===== config.mk =====
export PLATFORM = sky130hd
export DESIGN_NAME = dram_cmd_sequencer
export DESIGN_NICKNAME = d
export VERILOG_FILES = /design/src/rtl/dram_cmd_sequencer_pkg.sv /design/src/rtl/dram_open_row_table.sv /design/src/rtl/dram_cmd_sequencer.sv
export SDC_FILE = /design/constraint.sdc
export NUM_CORES = 1
export LEC_CHECK = 0
export ABC_AREA = 1
export CAP_MARGIN = 5
export CORE_MARGIN = 2
export CORE_UTILIZATION = 60
export DETAILED_ROUTE_END_ITERATION = 16
export PLACE_DENSITY = 0.77
export SLEW_MARGIN = 20
export SYNTH_ARGS = -nofsm -noshare
export SYNTH_HDL_FRONTEND = slang
export SYNTH_SLANG_ARGS = --single-unit

===== constraint.sdc =====
create_clock -name clk -period 3.8 [get_ports clk]
set_clock_uncertainty 0.15 [all_clocks]
set_input_delay 0.95 -clock clk [delete_from_list [all_inputs] [get_ports clk]]
set_output_delay 0.95 -clock clk [all_outputs]
set_load 0.01 [all_outputs]

===== src/rtl/dram_cmd_sequencer_pkg.sv =====
// Shared types and default geometry/timing for the DRAM command sequencer slice.
package dram_defs;

  localparam int unsigned DEF_NUM_BG       = 4;
  localparam int unsigned DEF_BANKS_PER_BG = 4;
  localparam int unsigned DEF_ROW_W        = 16;
  localparam int unsigned DEF_COL_W        = 10;
  localparam int unsigned DEF_TRP          = 24;
  localparam int unsigned DEF_TRCD         = 24;
  localparam int unsigned DEF_TCL          = 24;
  localparam int unsigned DEF_TCWL         = 20;
  localparam int unsigned DEF_TBURST       = 4;

  // BANK and BGRP are reserved encodings; the sequencer never enters them.
  typedef enum logic [2:0] {
    IDLE = 3'd0,
    PRE  = 3'd1,
    ACT  = 3'd2,
    RDWR = 3'd3,
    DATA = 3'd4,
    DONE = 3'd5,
    BANK = 3'd6,
    BGRP = 3'd7
  } dram_command_steps_t;

  // HIT_LONG..MISS_SHORT are reserved encodings; classification yields only HIT/EMPTY/MISS.
  typedef enum logic [2:0] {
    NULL       = 3'd0,
    HIT        = 3'd1,
    EMPTY      = 3'd2,
    MISS       = 3'd3,
    HIT_LONG   = 3'd4,
    HIT_SHORT  = 3'd5,
    MISS_LONG  = 3'd6,
    MISS_SHORT = 3'd7
  } dram_policy_t;

  function automatic int unsigned max5(input int unsigned a, input int unsigned b,
                                       input int unsigned c, input int unsigned d,
                                       input int unsigned e);
    int unsigned m;
    m = a;
    if (b > m) m = b;
    if (c > m) m = c;
    if (d > m) m = d;
    if (e > m) m = e;
    return m;
  endfunction

endpackage


===== src/rtl/dram_open_row_table.sv =====
// Per-bank open-row table: combinational lookup, synchronous set/invalidate.
module dram_open_row_table #(
  parameter int unsigned NUM_BANKS = 16,
  parameter int unsigned ROW_W     = 16,
  parameter int unsigned IDX_W     = $clog2(NUM_BANKS)
) (
  input  logic             clk,
  input  logic             rst,
  input  logic [IDX_W-1:0] i_lk_idx,
  input  logic [ROW_W-1:0] i_lk_row,
  output logic             o_lk_valid,
  output logic             o_lk_hit,
  input  logic             i_set,
  input  logic             i_inv,
  input  logic [IDX_W-1:0] i_wr_idx,
  input  logic [ROW_W-1:0] i_wr_row
);

  logic             r_valid [NUM_BANKS];
  logic [ROW_W-1:0] r_row   [NUM_BANKS];

  always_ff @(posedge clk) begin
    if (rst) begin
      for (int unsigned i = 0; i < NUM_BANKS; i++) begin
        r_valid[i] <= 1'b0;
        r_row[i]   <= '0;
      end
    end else if (i_inv) begin
      r_valid[i_wr_idx] <= 1'b0;
    end else if (i_set) begin
      r_valid[i_wr_idx] <= 1'b1;
      r_row[i_wr_idx]   <= i_wr_row;
    end
  end

  always_comb begin
    o_lk_valid = r_valid[i_lk_idx];
    o_lk_hit   = r_valid[i_lk_idx] && (r_row[i_lk_idx] == i_lk_row);
  end

endmodule


===== src/rtl/dram_cmd_sequencer.sv =====
// Single-request DRAM command sequencer with open-page row tracking and
// down-counter enforcement of tRP/tRCD/tCL/tCWL/burst timing.
module dram_cmd_sequencer
  import dram_defs::*;
#(
  parameter int unsigned NUM_BG       = DEF_NUM_BG,
  parameter int unsigned BANKS_PER_BG = DEF_BANKS_PER_BG,
  parameter int unsigned ROW_W        = DEF_ROW_W,
  parameter int unsigned COL_W        = DEF_COL_W,
  parameter int unsigned TRP          = DEF_TRP,
  parameter int unsigned TRCD         = DEF_TRCD,
  parameter int unsigned TCL          = DEF_TCL,
  parameter int unsigned TCWL         = DEF_TCWL,
  parameter int unsigned TBURST       = DEF_TBURST
) (
  input  logic                            clk,
  input  logic                            rst,
  input  logic                            req_valid,
  output logic                            req_ready,
  input  logic                            req_we,
  input  logic [$clog2(NUM_BG)-1:0]       req_bg,
  input  logic [$clog2(BANKS_PER_BG)-1:0] req_bank,
  input  logic [ROW_W-1:0]                req_row,
  input  logic [COL_W-1:0]                req_col,
  output logic                            cmd_valid,
  output dram_command_steps_t             cmd_step,
  output logic [$clog2(NUM_BG)-1:0]       cmd_bg,
  output logic [$clog2(BANKS_PER_BG)-1:0] cmd_bank,
  output logic [ROW_W-1:0]                cmd_row,
  output logic [COL_W-1:0]                cmd_col,
  output logic                            cmd_we,
  output dram_policy_t                    policy,
  output logic                            data_valid,
  output logic                            done
);

  localparam int unsigned BG_W      = $clog2(NUM_BG);
  localparam int unsigned BK_W      = $clog2(BANKS_PER_BG);
  localparam int unsigned IDX_W     = BG_W + BK_W;
  localparam int unsigned NUM_BANKS = NUM_BG * BANKS_PER_BG;
  localparam int unsigned CNT_W     = $clog2(max5(TRP, TRCD, TCL, TCWL, TBURST) + 1);

  localparam logic [CNT_W-1:0] LD_TRP    = CNT_W'(TRP - 1);
  localparam logic [CNT_W-1:0] LD_TRCD   = CNT_W'(TRCD - 1);
  localparam logic [CNT_W-1:0] LD_TCL    = CNT_W'(TCL - 1);
  localparam logic [CNT_W-1:0] LD_TCWL   = CNT_W'(TCWL - 1);
  localparam logic [CNT_W-1:0] LD_TBURST = CNT_W'(TBURST - 1);

  dram_command_steps_t r_state;
  dram_policy_t        r_policy;
  logic [CNT_W-1:0]    r_cnt;
  logic                r_cmd_valid;
  logic [BG_W-1:0]     r_bg;
  logic [BK_W-1:0]     r_bank;
  logic [ROW_W-1:0]    r_row;
  logic [COL_W-1:0]    r_col;
  logic                r_we;

  logic                w_lk_valid;
  logic                w_lk_hit;
  logic                w_tbl_set;
  logic                w_tbl_inv;
  dram_policy_t        w_class;
  logic                w_cnt_zero;

  // Table writes happen in the strobe cycle of PRE/ACT, using the latched bank and row.
  assign w_tbl_inv = (r_state == PRE) && r_cmd_valid;
  assign w_tbl_set = (r_state == ACT) && r_cmd_valid;

  dram_open_row_table #(
    .NUM_BANKS (NUM_BANKS),
    .ROW_W     (ROW_W),
    .IDX_W     (IDX_W)
  ) u_open_row_table (
    .clk        (clk),
    .rst        (rst),
    .i_lk_idx   ({req_bg, req_bank}),
    .i_lk_row   (req_row),
    .o_lk_valid (w_lk_valid),
    .o_lk_hit   (w_lk_hit),
    .i_set      (w_tbl_set),
    .i_inv      (w_tbl_inv),
    .i_wr_idx   ({r_bg, r_bank}),
    .i_wr_row   (r_row)
  );

  always_comb begin
    w_class = EMPTY;
    if (w_lk_valid) w_class = w_lk_hit ? HIT : MISS;
  end

  assign w_cnt_zero = (r_cnt == '0);

  always_ff @(posedge clk) begin
    if (rst) begin
      r_state     <= IDLE;
      r_policy    <= NULL;
      r_cnt       <= '0;
      r_cmd_valid <= 1'b0;
      r_bg        <= '0;
      r_bank      <= '0;
      r_row       <= '0;
      r_col       <= '0;
      r_we        <= 1'b0;
    end else begin
      r_cmd_valid <= 1'b0;
      case (r_state)
        IDLE: begin
          if (req_valid) begin
            r_bg        <= req_bg;
            r_bank      <= req_bank;
            r_row       <= req_row;
            r_col       <= req_col;
            r_we        <= req_we;
            r_policy    <= w_class;
            r_cmd_valid <= 1'b1;
            case (w_class)
              MISS: begin
                r_state <= PRE;
                r_cnt   <= LD_TRP;
              end
              EMPTY: begin
                r_state <= ACT;
                r_cnt   <= LD_TRCD;
              end
              default: begin
                r_state <= RDWR;
                r_cnt   <= req_we ? LD_TCWL : LD_TCL;
              end
            endcase
          end
        end
        PRE: begin
          if (w_cnt_zero) begin
            r_state     <= ACT;
            r_cnt       <= LD_TRCD;
            r_cmd_valid <= 1'b1;
          end else begin
            r_cnt <= r_cnt - 1'b1;
          end
        end
        ACT: begin
          if (w_cnt_zero) begin
            r_state     <= RDWR;
            r_cnt       <= r_we ? LD_TCWL : LD_TCL;
            r_cmd_valid <= 1'b1;
          end else begin
            r_cnt <= r_cnt - 1'b1;
          end
        end
        RDWR: begin
          if (w_cnt_zero) begin
            r_state <= DATA;
            r_cnt   <= LD_TBURST;
          end else begin
            r_cnt <= r_cnt - 1'b1;
          end
        end
        DATA: begin
          if (w_cnt_zero) r_state <= DONE;
          else            r_cnt   <= r_cnt - 1'b1;
        end
        DONE: begin
          r_state  <= IDLE;
          r_policy <= NULL;
        end
        default: begin
          r_state  <= IDLE;
          r_policy <= NULL;
          r_cnt    <= '0;
        end
      endcase
    end
  end

  assign req_ready  = (r_state == IDLE);
  assign cmd_valid  = r_cmd_valid;
  assign cmd_step   = r_state;
  assign cmd_bg     = r_bg;
  assign cmd_bank   = r_bank;
  assign cmd_row    = r_row;
  assign cmd_col    = r_col;
  assign cmd_we     = r_we;
  assign policy     = r_policy;
  assign data_valid = (r_state == DATA);
  assign done       = (r_state == DONE);

endmodule


Word level (Yosys, flattened, before mapping)
Memories as Yosys holds them, arrays and structs flattened.
Cells that the tools add are included.
{"block": "classes", "add_sub_neg": 1, "n_eq_ne": 14, "n_mux": 39, "n_bitwise": 3, "n_reduce_logical": 14}
{"cell": "$pmux W5 S6", "count": 1}
{"cell": "$mux W3", "count": 9}
{"cell": "$mux W5", "count": 5}
{"cell": "$eq A16 B16 Y1", "count": 1}
{"cell": "$mux W16", "count": 1}
{"cell": "$reduce_or A16 Y1", "count": 1}
{"cell": "$mux W1", "count": 15}
{"cell": "$pmux W3 S5", "count": 1}
{"cell": "$eq A3 B2 Y1 const B", "count": 4}
{"cell": "$ne A2 B2 Y1 const B", "count": 5}
{"cell": "$mux W4", "count": 2}
{"cell": "$eq A3 B3 Y1 const B", "count": 2}
{"cell": "$pmux W3 S2", "count": 1}
{"cell": "$logic_not A5 Y1", "count": 1}
{"cell": "$reduce_and A5 Y1", "count": 1}
{"cell": "$sub A5 B1 Y5 const B", "count": 1}
{"cell": "$mux W2", "count": 2}
{"cell": "$pmux W2 S2", "count": 1}
{"cell": "$reduce_and A2 Y1", "count": 2}
{"cell": "$reduce_or A2 Y1", "count": 2}
{"cell": "$reduce_or A4 Y1", "count": 1}
{"cell": "$eq A3 B1 Y1 const B", "count": 1}
{"cell": "$logic_and A1 B1 Y1", "count": 3}
{"cell": "$logic_not A3 Y1", "count": 1}
{"cell": "6 further kinds", "count": 7}
{"block": "word_totals", "ff_bits": 43, "mem_bits_rw": 272, "input_bits": 34, "output_inout_bits": 41, "wordCells": 82, "memories": 2}
{"name": "u_open_row_table.r_row", "depth": 16, "word_bits": 16, "read_ports": 1, "rd_ports_with_merged_regs": 0, "write_ports": 16, "line": "dram_open_row_table.sv:20", "source": "logic [ROW_W-1:0] r_row [NUM_BANKS];"}
{"name": "u_open_row_table.r_valid", "depth": 16, "word_bits": 1, "read_ports": 1, "rd_ports_with_merged_regs": 0, "write_ports": 16, "line": "dram_open_row_table.sv:19", "source": "logic r_valid [NUM_BANKS];"}

Logic depth before layout (Yosys ltp)
An unclocked memory read counts as a cell.
{"block": "logic_depth", "word_depth": 10, "depth_mapped": 21}

Cells and area by module
A second synthesis with hierarchy kept.
{"block": "hier_totals", "hier_cells": 1672, "area_unflattened_um2": 14918.1}
{"module": "dram_open_row_table", "instances": 1, "cells_per_inst": 1420, "area_per_inst_um2": 13097.6}
{"module": "dram_cmd_sequencer", "instances": 1, "cells_per_inst": 252, "area_per_inst_um2": 1820.5}

Least setup slack after synthesis
OpenSTA, ideal clock, no wires.
{"block": "synth_path", "path_kind": "input port to flip-flop", "start": "in rst", "end": "mem u_open_row_table.r_row[9][0] (enable)", "setup_ns": 0.372, "arrival_ns": 2.339, "path_slack_ns": 0.940, "cell_stages": 7, "path_buffers": 2, "cell_sequence": "inv_1 > nand3_1 > clkbuf_1 > nor2_1 > clkinv_1 > clkbuf_1 > nand2_1"}
{"element": "from (decl)", "line": "dram_cmd_sequencer.sv:17", "source": "input logic rst,"}
{"element": "to (decl)", "line": "dram_open_row_table.sv:20"}

Worst setup path in the final report
{"block": "layout_path", "start": "reg r_state[1], in the netlist cmd_step[1]", "end": "out data_valid"}
{"block": "layout_between", "elab_chain_len": 1}
{"element": "from (decl)", "line": "dram_cmd_sequencer.sv:49", "source": "dram_command_steps_t r_state;"}
{"element": "from (signal assigned)", "line": "dram_cmd_sequencer.sv:96", "source": "r_state <= IDLE;"}
{"element": "from (signal assigned)", "line": "dram_cmd_sequencer.sv:119", "source": "r_state <= PRE;"}
{"element": "from (signal assigned)", "line": "dram_cmd_sequencer.sv:123", "source": "r_state <= ACT;"}
{"element": "$eq A3 B3 Y1", "line": "dram_cmd_sequencer.sv:185", "source": "assign data_valid = (r_state == DATA);"}
{"element": "to (decl)", "line": "dram_cmd_sequencer.sv:33", "source": "output logic data_valid,"}
No other way between the ends.

==> impl_metrics.csv <==
group,metric,value,unit
run_status,status,"completed",
timing,min_period,3.312,ns
clock_tree,cts_buffers,35,
logic_synthesis,yosysWarnings,0,
hold_path,holdPathStages,2,
timing,finalCritPeriodShare,87.15,%
detailed_routing,via_per_inst,5.697,
floorplanning,placementRows,57,
clock_tree,ctsHtreeMaxLevel,2,
place,dp_hpwl,24800,µm
place,place.gp.congestion,0.9299,
final_layout,final_nets,1766,
detailed_routing,drt_pre_antenna_iters,6,
detailed_routing,drc_errors,0,
timing,slew_violations,0,
worst_setup_path,cpPeakStageDelay,0.62,ns
final_layout,layout-drive-gt1-share,6.318,%
timing,rsz0062_at_grt,"no",
floorplanning,io_pins,75,
worst_setup_path,cp_max_fo,6,
logic_synthesis,avgSynthCellArea,8.801,µm²
logic_synthesis,netlist_area,14740,µm²
floorplanning,die_w,160.7,µm
detailed_routing,vias,11856,
clock_tree,clk_latency,0.51,ns
timing,setup_tns,0,ns
hold_path,hold_class,"reg -> reg",
floorplanning,die_y,160.7,µm
floorplanning,core_area,24250,µm²
clock_tree,clk_path_buf_depth,3,
logic_synthesis,seq_area_frac_synth,61.11,%
worst_setup_path,cp.required,2.70,ns
worst_setup_path,cp_cell_sequence,"nor2_1 > inv_1 > nor2_1 > clkdlybuf4s50_1",
worst_setup_path,rr_worst_depth,11,
global_route,grt-ovfl-total,0,
final_layout,area_delta_synth_final,15.63,%
global_route,grt_pass1_wl,61350,µm
final_layout,diodes,0,
global_route,grt_pass1_vias,11506,
hold_path,hold_end,"cmd_we",
worst_setup_path,arrival,2.21,ns
timing,setup_viol,0,
floorplanning,die_area,25840,µm²
worst_setup_path,worst_setup_path_start_kind,"flop",
timing,max-slew-margin-rel,44.74,%
floorplanning,start_util,60.79,%
pwr,p_leak,6.830,nW
pwr,vdd_drop_max,563.2,µV
detailed_routing,wl_per_cell,18.80,µm
pwr,power_density,565.7,nW/µm²
clock_tree,cts-resized-gates,0,
timing,max_freq,302.0,MHz
detailed_routing,final_antenna_net_count,0,
worst_setup_path,crit_buf_inv,2,
logic_synthesis,syn_inst,1675,
final_layout,fin_util,70.29,%
final_layout,seqCellArea,9009,µm²
logic_synthesis,ys_types,31,
clock_tree,cts_hold_buf,0,
clock_tree,clockRootBuffer,"clkbuf_16",
clock_tree,cts_tree,"yes",
logic_synthesis,ys_seq_elements,314,
detailed_routing,drtIter0Drc,1511,
global_route,grtUsageTotal,30.61,%
final_layout,nFillCells,1807,
global_route,grt_max_degree,163,
worst_setup_path,cpMaxStageDelayCell,"clkdlybuf4s50_1",
clock_tree,postCtsSetupBuffers,0,
timing,hold_violations,0,
worst_setup_path,reg2reg_from,"cmd_step[1]",
worst_setup_path,critPathMostFrequentCell,"nor2_1",
final_layout,multi_input_area,4546,µm²
clock_tree,cts_sinks,314,
place,io_buffer_count,73,
worst_setup_path,endpoint_kind,"primary output",
global_route,antenna_found_initial,0,
logic_synthesis,mappedNetlistNets,1710,
worst_setup_path,timing.rr.end,"u_open_row_table.r_row[1][3]",
worst_setup_path,rrSetupSlack,1.03,ns
timing,tightest_slew,0.8288,ns
job,maxCapViolCount,0,
worst_setup_path,crit_family,"buffers and inverters",
hold_path,hold_start,"cmd_we",
clock_tree,path_clk_slew,0.06,ns
worst_setup_path,path_class,"reg -> out",
detailed_routing,wirelength,39130,µm
==> metal layers <==
metal	vias to the layer above	wire length (µm)	GRT usage, %	share of wire, %
li1	5530	-	-	-
met1	5533	15290	40.60	39
met2	662	18620	51.23	48
met3	131	3641	4.390	9.3
met4	0	1574	12.62	4.0
met5	-	0	0	0
==> metrics by stage <==
| step | power [mW] | cells | hold slack, ns | worst slack, ns | instance area [µm²] |
|---|---|---|---|---|---|
| floorplan | 5.294 | 1675 | 0.3047 | 0.9395 | 14740 |
| global placement | 6.042 | 2018 | 0.3111 | 0.3496 | 15830 |
| detailed placement | 6.073 | 2018 | 0.3154 | 0.3035 | 15830 |
| CTS | 9.639 | 2081 | 0.3247 | 0.4949 | 17050 |
| global route | 9.986 | 2081 | 0.3492 | 0.3782 | 17050 |
| finish | 9.642 | 2081 | 0.3305 | 0.4884 | 17050 |
==> registers in the layout (all words and copies together) (netlist names) <==
signal                    cells
cmd_bg                        2
r_cnt                         5
cmd_bank                      2
cmd_step                      3
u_open_row_table.r_row      256
policy                        2
cmd_we                        1
u_open_row_table.r_valid     16
cmd_valid                     1
cmd_row                      16
cmd_col                      10
==> logic make-up after synthesis <==
family | Yosys count | synth area share (%)
adders and majority gates | 1 | 0.08486
buffers and inverters | 289 | 8.072
AOI/OAI and AO/OA | 167 | 6.179
DFF | 314 | 61.11
xor gates and xnor gates | 3 | 0.1783
other | 1 | 0.02544
and+or+nand+nor | 900 | 24.35
==> worst register-to-register path, delay by kind of cell, from the launching register on <==
| family | cells | cell delay (ns) |
|---|---|---|
| buf+inv | 4 | 0.67 |
| flops | 1 | 0.42 |
| simple gates | 7 | 1.20 |
==> report_power, final <==
part	switching, mW	leakage [nW]	total [mW]	internal [mW]
logic	1.28	3.08	1.89	0.605
clock network	1.35	0.590	3.60	2.25
registers	0.164	3.16	4.16	3.99
total	2.79	6.83	9.64	6.85
==> cell usage in the layout (no fill, tap or decap), types with 2 or more instances in the layout <==
| cell type | synthesis | final |
|---|---|---|
| a21oi_1 | 38 | 38 |
| bufinv_16 | 0 | 7 |
| nor2_1 | 411 | 410 |
| clkinv_1 | 17 | 24 |
| dfxtp_1 | 42 | 42 |
| nand2_1 | 329 | 329 |
| clkbuf_1 | 65 | 7 |
| edfxtp_1 | 272 | 272 |
| clkinv_2 | 0 | 4 |
| o221ai_1 | 3 | 3 |
| clkbuf_16 | 0 | 37 |
| nand3_1 | 148 | 148 |
| buf_4 | 3 | 44 |
| nand3b_1 | 2 | 2 |
| buf_12 | 0 | 6 |
| nor2_2 | 3 | 4 |
| o211ai_1 | 21 | 21 |
| inv_1 | 164 | 163 |
| nor3_1 | 5 | 5 |
| xor2_1 | 2 | 2 |
| o21ai_1 | 8 | 8 |
| inv_2 | 5 | 5 |
| o21ai_0 | 93 | 93 |
| clkdlybuf4s50_1 | 0 | 71 |
==> Yosys cell counts <==
library cell    n  area [µm²]
nor2_1        411        1543
nand2_1       329        1235
edfxtp_1      272        8168
inv_1         164       615.6
nand3_1       148       740.7
o21ai_0        93       465.5
clkbuf_1       65       244.0
dfxtp_1        42       840.8
a21oi_1        38       190.2
buf_2          21       105.1
o211ai_1       21       157.7
clkinv_1       17       63.81
buf_6           9       101.4
o21ai_1         8       40.04
buf_1           5       18.77
inv_2           5       18.77
nor3_1          5       25.02
buf_4           3       22.52
nor2_2          3       18.77
o221ai_1        3       26.28
nand3b_1        2       15.01
xor2_1          2       17.52
a21oi_2         1       8.760
a22oi_1         1       7.510
a311oi_1        1       8.760
conb_1          1       3.750
ha_1            1       12.51
nand4_1         1       6.260
o22ai_1         1       6.260
or2_0           1       6.260
xnor2_1         1       8.760
==> layout make-up <==
class                   instances  share of cell area (%)
inverters                     186                   4.103
well taps                     324                   2.378
repair buffers                122                   6.841
flip-flops and latches        314                   52.85
clock inverters                19                   1.571
clock buffers                  44                   5.586
multi-input cells            1072                   26.67
==> worst max path at each step <==
stage	startpoint	to	slack (ns)	cells after the start
after floorplan	rst	u_open_row_table.r_row[9][0]	0.94	7
final	cmd_step[1]	data_valid	0.49	4
after global routing	cmd_step[1]	data_valid	0.38	4
after CTS	cmd_step[1]	data_valid	0.49	4
after detailed placement	req_bg[0]	r_cnt[2]	0.30	16
after global placement	req_bg[0]	r_cnt[2]	0.35	16
Note: power is estimated with default switching activity, not from simulation.
==> variant (same settings) <==
The package constant `DEF_BANKS_PER_BG` goes from 4 to 8.
--- a/src/rtl/dram_cmd_sequencer_pkg.sv
+++ b/src/rtl/dram_cmd_sequencer_pkg.sv
@@ -4,3 +4,3 @@
   localparam int unsigned DEF_NUM_BG       = 4;
-  localparam int unsigned DEF_BANKS_PER_BG = 4;
+  localparam int unsigned DEF_BANKS_PER_BG = 8;
   localparam int unsigned DEF_ROW_W        = 16;
Ports: changed (resized cmd_bank and req_bank); port bits go from 75 to 77. No check against the original RTL was run, so the function may have changed too.
==> variant against the unedited design <==
Sequential share of layout area rose by 4.0 points. Via count rose by 83%. Power rose by 65%. Setup slack got worse by 0.086 ns. Highest routed layer is now met5. Final area rose by 77%. Critical endpoint is now req_ready. Routed wire length rose by 100%. Sequential cell count rose by 273. Largest power group unchanged. First-iteration DRC count rose by 120%. Area after synthesis rose by 84%.
==> variant: results (changes against the unedited design) <==
Status: completed
Postcts setup bufs: 0 (unchanged)
Worst Hold Class: reg -> reg
Root Buffer: clkbuf_16
Slew @ Worst Pin: 1.05 ns (+0.219 ns)
Vias in the first global route: 20800 (+81%)
Reg with most FFs: u_open_row_table.r_row
Maximum VDD drop: 618 uV (+9.7%)
EDFF count, synth: 544 (+100%)
Synth Flop Type: edfxtp_1
Initial antenna violation count: 2 (+2)
Iteration count of the initial detailed-routing pass: 8 (+2)
Synth cell count leaders: 726 x nor2_1, 677 x nand2_1, 544 x edfxtp_1, 357 x nand3_1, 124 x clkbuf_1
Synth Warn #: 0 (unchanged)
Leak: 11.5 nW (+68%)
CP max stage delay: 0.63 ns
Syn_nets: 2944 (+72%)
Largest net degree at the start of global routing: 84 (-48%)
Slowest cell on crit path: clkdlybuf4s50_1
Max reg flops: 512 (+100%)
Cell mode on critical path: nor2_1
Placement Cell Area: 28500 um^2 (+80%)
Share of layout cells above drive strength 1: 6.74% (+0.42 points)
CTS buffer count: 57 (+63%)
CTS max path bufs: 3 (unchanged)
Clk_lat worst skew: 0.62 ns (+0.11 ns)
Maximum net fanout on the critical path: 6 (unchanged)
Fill cells: 3339 (+85%)
Number of port buffers: 75 (+2.7%)
DP Wirelength: 48.4 mm (+95%)
First-pass GRT wire length: 120 mm (+96%)
Diode count: 0 (unchanged)
PostCTS Resize Cnt: 0 (unchanged)
Routed vias: 21800 (+83%)
Syn Area/Cell: 9.32 um^2 (+5.9%)
Final net count: 2973 (+68%)
Synth cell types: 33 (+6.5%)
H-tree depth: 2 (unchanged)
Global-route usage over all layers: 34.0% (+3.4 points)
Routed WL per cell: 22.3 um (+19%)
Setup_tns: 0 ns (unchanged)
Reg clk slew, reported paths: 0.06 ns (about the same)
Largest cells by area after synthesis: edfxtp_1 60%, nor2_1 10%, nand2_1 9.4%
Async S/R FF share, synth: 0% (unchanged)
Seq/Total Area, Yosys: 63.4% (+2.3 points)
Placer Congestion: 0.904 (-2.8%)
Drt initial violations: 3249 (+120%)
Sw Share: 30.2% (+1.2 points)
## variant: cell count changes in the layout (fill, tap and decap cells not counted), sizes merged, moves of 8 or more
cell | unedited run | this run
nand3b | 2 | 10
clkbuf | 44 | 80
inv | 168 | 95
nand2 | 329 | 677
buf | 51 | 115
clkinv | 29 | 51
nand3 | 148 | 357
o21ai | 101 | 128
edfxtp | 272 | 544
nor2 | 414 | 728
## variant: per-layer routing
layer	vias to the layer above	GRT usage, %	routed length, um
met1	10300	45.5	28900
met2	1549	53.0	36900
li1	9698	-	-
met5	-	0	30
met4	4	15.1	3500
met3	250	8.45	10400
## variant: worst paths after layout
check | startpoint | to | slack (ns) | depth (start not counted)
worst max-delay path | cmd_step[1] | req_ready | 0.40 | 4
worst min-delay path | r_cnt[4] | r_cnt[4] | 0.34 | 2
worst max register to register | cmd_step[1] | cmd_row[5] | 0.71 | 8
worst min register to register | r_cnt[4] | r_cnt[4] | 0.34 | 2
## variant: metrics by stage
| step | power, mW | utilization, % | hold WS [ns] | cells | setup WS, ns |
|---|---|---|---|---|---|
| floorplan | 9.32 | - | 0.309 | 2908 | 0.952 |
| CTS | 15.8 | 68.1 | 0.342 | 3575 | 0.411 |
| detailed placement | 10.6 | 64.2 | 0.311 | 3470 | 0.114 |
| global placement | 10.6 | 64.2 | 0.313 | 3470 | 0.127 |
| global route | 16.4 | 68.1 | 0.372 | 3575 | 0.282 |
| finish | 15.9 | 68.1 | 0.343 | 3575 | 0.403 |
## variant: area by class of cell
| cell class | count | area, um^2 | share of cell area (%) |
|---|---|---|---|
| sequential | 587 | 17200 | 56.9 |
| multi-input combinational | 1982 | 8310 | 27.5 |
| clock buffer | 79 | 1560 | 5.17 |
| timing repair buffer | 188 | 1820 | 6.02 |
| clock inverter | 26 | 135 | 0.447 |
| tap | 592 | 741 | 2.45 |
| inverter | 121 | 464 | 1.54 |
## variant: cells by family after synthesis
kind of cell               synth area share, %
DFF                                       63.4
adders and majority gates               0.0461
and+or+nand+nor                           26.6
AOI/OAI and AO/OA                         3.97
other                                   0.0138
xor gates and xnor gates                0.0323
buffers and inverters                     5.94
## variant: worst max-delay path, delay by kind of cell (launching register included)
kind                   cells  cell delay, ns
buffers and inverters      2            0.72
flip-flops                 1            0.37
AND/OR/NAND/NOR            2            0.59
## variant: power by group through the flow
stage	logic, mW	registers, mW	clock network [mW]
after global placement	2.89	7.70	0
after floorplan	1.58	7.74	0
after global routing	3.19	7.63	5.55
final	3.01	7.60	5.30
after detailed placement	2.93	7.72	0
after CTS	2.94	7.59	5.30
